==> config.mk <==
export PLATFORM = sky130hd
export DESIGN_NAME = gf_mul_flat
export DESIGN_NICKNAME = d
export VERILOG_FILES = /design/src/rtl/gf_mul_if.sv /design/src/rtl/gf_mul.sv /design/src/flat_wrapper.sv
export SDC_FILE = /design/constraint.sdc
export NUM_CORES = 1
export LEC_CHECK = 0
export BUFFER_PORTS_ARGS = -buffer_cell sky130_fd_sc_hd__clkbuf_2
export CORE_MARGIN = 1
export CORE_UTILIZATION = 61
export DETAILED_ROUTE_END_ITERATION = 6
export GPL_ROUTABILITY_DRIVEN = 0
export HOLD_SLACK_MARGIN = 0.05
export PLACE_DENSITY_LB_ADDON = 0.1
export RECOVER_POWER = 100
export SYNTH_ARGS = -nofsm -noshare
export SYNTH_HDL_FRONTEND = slang
export SYNTH_SLANG_ARGS = --single-unit
==> constraint.sdc <==
create_clock -name clk -period 4.7 [get_ports clk]
set_input_delay 0 -clock clk [delete_from_list [all_inputs] [get_ports clk]]
set_output_delay 0 -clock clk [all_outputs]
set_load 0.02 [all_outputs]
==> src/rtl/gf_mul_if.sv <==
// Operand/result bundle for gf_mul: start + two operands in, product + done out.
// Handshake: start marks in_1/in_2 valid for one cycle; done marks out valid L cycles later; there is no ready (no back-pressure).
interface gf_mul_if #(
  parameter int M = 8
);
  logic         start;
  logic [M-1:0] in_1;
  logic [M-1:0] in_2;
  logic [M-1:0] out;
  logic         done;

  modport master (output start, output in_1, output in_2, input out, input done);
  modport slave  (input start, input in_1, input in_2, output out, output done);
endinterface

==> src/rtl/gf_mul.sv <==
// GF(2^M) multiplier with optional input/output registers; latency REG_IN+REG_OUT.
// Define GF_MUL_CHECK_EN to compile in a simulation-only reference checker.
module gf_mul #(
  parameter int         M       = 8,
  parameter logic [M:0] POLY    = 9'h11D,
  parameter int         REG_IN  = 1,
  parameter int         REG_OUT = 1
) (
  input  logic      clk,
  input  logic      rst,
  gf_mul_if.slave   bus
);
  localparam int L = REG_IN + REG_OUT;

  // Carry-less multiply, then fold the high bits down from 2M-2 to M.
  function automatic logic [M-1:0] gf_prod(input logic [M-1:0] a, input logic [M-1:0] b);
    logic [2*M-2:0] p;
    logic [2*M-2:0] a_ext;
    logic [2*M-2:0] poly_ext;
    p        = '0;
    a_ext    = (2*M-1)'(a);
    poly_ext = (2*M-1)'(POLY);
    for (int i = 0; i < M; i++) begin
      if (b[i]) p = p ^ (a_ext << i);
    end
    for (int k = 2*M-2; k >= M; k--) begin
      if (p[k]) p = p ^ (poly_ext << (k - M));
    end
    return p[M-1:0];
  endfunction

  logic [M-1:0] a_s;
  logic [M-1:0] b_s;
  logic [M-1:0] prod_c;

  generate
    if (REG_IN != 0) begin : g_reg_in
      logic [M-1:0] a_q, a_d, b_q, b_d;
      always_comb begin
        a_d = a_q;
        b_d = b_q;
        if (bus.start) begin
          a_d = bus.in_1;
          b_d = bus.in_2;
        end
      end
      always_ff @(posedge clk or posedge rst) begin
        if (rst) begin
          a_q <= '0;
          b_q <= '0;
        end else begin
          a_q <= a_d;
          b_q <= b_d;
        end
      end
      assign a_s = a_q;
      assign b_s = b_q;
    end else begin : g_no_reg_in
      assign a_s = bus.in_1;
      assign b_s = bus.in_2;
    end
  endgenerate

  assign prod_c = gf_prod(a_s, b_s);

  generate
    if (REG_OUT != 0) begin : g_reg_out
      logic [M-1:0] out_q, out_d;
      always_comb begin
        out_d = prod_c;
      end
      always_ff @(posedge clk or posedge rst) begin
        if (rst) out_q <= '0;
        else     out_q <= out_d;
      end
      assign bus.out = out_q;
    end else begin : g_no_reg_out
      assign bus.out = prod_c;
    end
  endgenerate

  generate
    if (L > 0) begin : g_done_sr
      logic [L-1:0] dsr_q, dsr_d;
      always_comb begin
        dsr_d    = dsr_q << 1;
        dsr_d[0] = bus.start;
      end
      always_ff @(posedge clk or posedge rst) begin
        if (rst) dsr_q <= '0;
        else     dsr_q <= dsr_d;
      end
      assign bus.done = dsr_q[L-1];
    end else begin : g_done_comb
      assign bus.done = bus.start;
    end
  endgenerate

`ifdef GF_MUL_CHECK_EN
  // Reference uses iterated multiply-by-x so it shares no structure with gf_prod.
  function automatic logic [M-1:0] chk_ref(input logic [M-1:0] a, input logic [M-1:0] b);
    logic [M-1:0] r;
    logic [M-1:0] x;
    r = '0;
    x = a;
    for (int i = 0; i < M; i++) begin
      if (b[i]) r = r ^ x;
      x = x[M-1] ? ((x << 1) ^ POLY[M-1:0]) : (x << 1);
    end
    return r;
  endfunction

  generate
    if (L == 0) begin : g_chk_comb
      always @(posedge clk) begin
        if (bus.start && (bus.out !== chk_ref(bus.in_1, bus.in_2)))
          $error("gf_mul check: out=%h ref=%h", bus.out, chk_ref(bus.in_1, bus.in_2));
      end
    end else begin : g_chk_pipe
      logic [M-1:0] chk_pipe [L];
      always @(posedge clk or posedge rst) begin
        if (rst) begin
          for (int i = 0; i < L; i++) chk_pipe[i] <= '0;
        end else begin
          if (bus.done && (bus.out !== chk_pipe[L-1]))
            $error("gf_mul check: out=%h ref=%h", bus.out, chk_pipe[L-1]);
          for (int i = L-1; i > 0; i--) chk_pipe[i] <= chk_pipe[i-1];
          chk_pipe[0] <= chk_ref(bus.in_1, bus.in_2);
        end
      end
    end
  endgenerate
`endif
endmodule

==> src/flat_wrapper.sv <==
// flat-port wrapper written by rule: the top's interface ports become plain ports
module gf_mul_flat 
#(
  parameter int         M       = 8,
  parameter logic [M:0] POLY    = 9'h11D,
  parameter int         REG_IN  = 1,
  parameter int         REG_OUT = 1
)
  (clk, rst, bus_start, bus_in_1, bus_in_2, bus_out, bus_done);
  gf_mul_if #(.M(M)) bus_i ();
  input  logic clk;
  input  logic rst;
  input wire logic [$bits(bus_i.start)-1:0] bus_start;
  input wire logic [$bits(bus_i.in_1)-1:0] bus_in_1;
  input wire logic [$bits(bus_i.in_2)-1:0] bus_in_2;
  output wire logic [$bits(bus_i.out)-1:0] bus_out;
  output wire logic [$bits(bus_i.done)-1:0] bus_done;
  assign bus_i.start = bus_start;
  assign bus_i.in_1 = bus_in_1;
  assign bus_i.in_2 = bus_in_2;
  assign bus_out = bus_i.out;
  assign bus_done = bus_i.done;
  gf_mul #(.M(M), .POLY(POLY), .REG_IN(REG_IN), .REG_OUT(REG_OUT)) u_core (.clk(clk), .rst(rst), .bus(bus_i));
endmodule
==> results.ini <==
[synthesis]
seq_area_frac_synth_pct=34.03
syn-num-nets=218
syn_avg_cell_area_um2=9.607
syn_inst=199
synth_seq_cells=26
synth_area_um2=1912
synth.distinct_cells=19
synth_warnings=0

[clocking]
cts_buffers=3
htree_levels=1
cts.clk_slew.worst_paths_ps=150
cts_resized=0
cts_tree=done
cts_max_path_buffers=2
clock_latency_ps=320
postCtsHoldBufs=17
clock-root-buffer=clkbuf_4
cts.sinks=26
cts_setup_buffers=0

[timing]
fin_setup_tns_ps=0
worst_pin_slew_ps=948.8
relSlewSlack_pct=36.68
fin_worst_skew_ps=1.529
hold_violations=0
hold-worst-slack_ps=203.0
clock.fmax_ghz=0.4454
finalSetupViolations=0
setup_ws_ps=2455
fin_crit_sh_pct=47.77
post-route-min-period_ps=2245
slew_viol_final=0
rsz0062_at_grt=no

[status]
outcome=finished, final reports clean

[routing]
routedWlPerCell_um=13.99
highest_layer=met4
ant_nets=0
drt-met1-wl_mm=1.460
num_vias=1379
wl_met2_mm=1.922
route.detailed.drc=0
drt_wl_total_mm=3.638
drt_iter0_drc=47
viasPerCell=5.304
met3_length_um=199
drtPass1Iterations=4

[floorplanning]
initial_core_util_pct=67.02
core_area_um2=2853
die_y_um=57.99
io_pins=28
dieArea_um2=3362
rows=19
die_x_um=57.99

[power_and_ir_drop]
p_sw_share_pct=37.89
p_sw_mw=0.4036
p_leak_nw=0.9043
vdd_drop_max_uv=239.7
p_seq_share_pct=31.2
p_int_mw=0.6617
p_clk_share_pct=14.7
p_per_area_nw_per_um2=497.3
combPwrFrac_pct=54.1

[grt]
grt_first_pass_wirelength_mm=6.299
antenna_found_initial=0
grt_max_degree=27
grt-ovfl-total=0
grt_pass1_vias=1344
grt.total_usage_pct=24.83

[finish]
finalNetCount=249
final_cell_mix=63 x nand2_1, 53 x xnor2_1, 26 x dfrtp_1
antenna_cells=0
final_common_cell=nand2_1
drive_above_1_share_pct=17.03
syn_to_final_growth_pct=12.04
final_util_pct=75.09

[hold_path]
hold_depth=1
hold_class=in -> reg

[run]
max_cap_violations=0

[setup_path]
ff2ff_path_depth=6
critPathCaptureType=register
critical-path-max-stage-delay_ps=580
cp_slowest_cell=dfrtp_1
start_kind=register
critPathMaxFanout=9
crit_chain=nand2_1 -> xnor2_1 -> xnor3_1 -> xnor2_1 -> xor2_2 -> xnor2_1
worstPathRequired_ps=4960
path_class=reg -> reg
critPathArrivalTime_ps=2510
path_common_cell=xnor2_1

[place]
io_buffers=27
place_ws_ps=2658
dpl.hpwl_mm=2.520

worst max-delay path: cells and delay by family (launching register included):
kind,cells,cell delay [ps]
XOR/XNOR,5,1450
flip-flops,1,580
AND/OR/NAND/NOR,1,150
cell usage after synthesis:
| cell | instances | area share, % |
|---|---|---|
| xnor2_4 | 2 | 2.9 |
| xor2_1 | 13 | 6.0 |
| xnor2_1 | 51 | 23 |
| nor2b_4 | 1 | 0.72 |
| xnor3_2 | 2 | 2.5 |
| xnor2_2 | 1 | 0.85 |
| mux2_2 | 16 | 9.4 |
| buf_2 | 9 | 2.4 |
| buf_6 | 1 | 0.59 |
| a21oi_1 | 1 | 0.26 |
| xor2_2 | 1 | 0.85 |
| dfrtp_1 | 26 | 34 |
| nand2_1 | 63 | 12 |
| buf_4 | 2 | 0.79 |
| nor2_1 | 1 | 0.20 |
| nand2b_1 | 1 | 0.33 |
| mux2i_4 | 1 | 1.2 |
| inv_1 | 1 | 0.20 |
| clkbuf_1 | 6 | 1.2 |
cell families after synthesis:
family | count (synthesis) | share of synthesized area, %
AND/OR/NAND/NOR | 66 | 13.61
XOR/XNOR | 70 | 36.39
AO/OA/AOI/OAI | 1 | 0.2615
flip-flops | 26 | 34.03
buffers and inverters | 19 | 5.104
multiplexers | 17 | 10.60
path summary, 6_finish.rpt:
| check | from | end | slack (ps) |
|---|---|---|---|
| worst max-delay path | u_core.b_s[3] | u_core.bus.out[4] | 2450 |
| max in group asynchronous | rst | u_core.b_s[7] | 3730 |
| min in group asynchronous | rst | u_core.g_done_sr.dsr_q[1] | 400 |
| worst max register to register | u_core.b_s[3] | u_core.bus.out[4] | 2450 |
| worst min-delay path | bus_start | u_core.g_done_sr.dsr_q[0] | 200 |
| worst min register to register | u_core.g_done_sr.dsr_q[0] | u_core.g_done_sr.dsr_q[1] | 370 |
layer usage:
layer	up-vias	track usage, %
met5	-	0
met4	0	6.803
met3	12	2.232
met2	58	44.83
met1	648	31.83
li1	661	-
flip-flops by register name, indices dropped and copies added (netlist names):
name                    count
u_core.a_s                  8
u_core.bus.out              8
u_core.g_done_sr.dsr_q      2
u_core.b_s                  8
through the flow:
stage               cells  power, mW  instance area, um2
detailed placement    239     0.9663                1992
global route          260      1.136                2142
CTS                   260      1.132                2215
finish                260      1.065                2142
floorplan             199     0.8715                1912
global placement      239     0.9483                1992
area by class of cell:
cell class	count	area, um2
well taps	31	38.79
repair buffers	44	292.8
fillers	214	710.7
clock inverters	1	30.03
clock buffers	3	22.52
multi-input cells	154	1104
flip-flops and latches	26	650.6
inverters	1	3.754
power by group through the flow:
| stage | clock network, mW | logic [mW] | registers (mW) |
|---|---|---|---|
| global route | 0.164 | 0.631 | 0.341 |
| floorplan | 0 | 0.523 | 0.348 |
| detailed placement | 0 | 0.628 | 0.338 |
| global placement | 0 | 0.610 | 0.338 |
| CTS | 0.158 | 0.642 | 0.333 |
| finish | 0.156 | 0.577 | 0.332 |
Power figures use the tool's default switching activity.
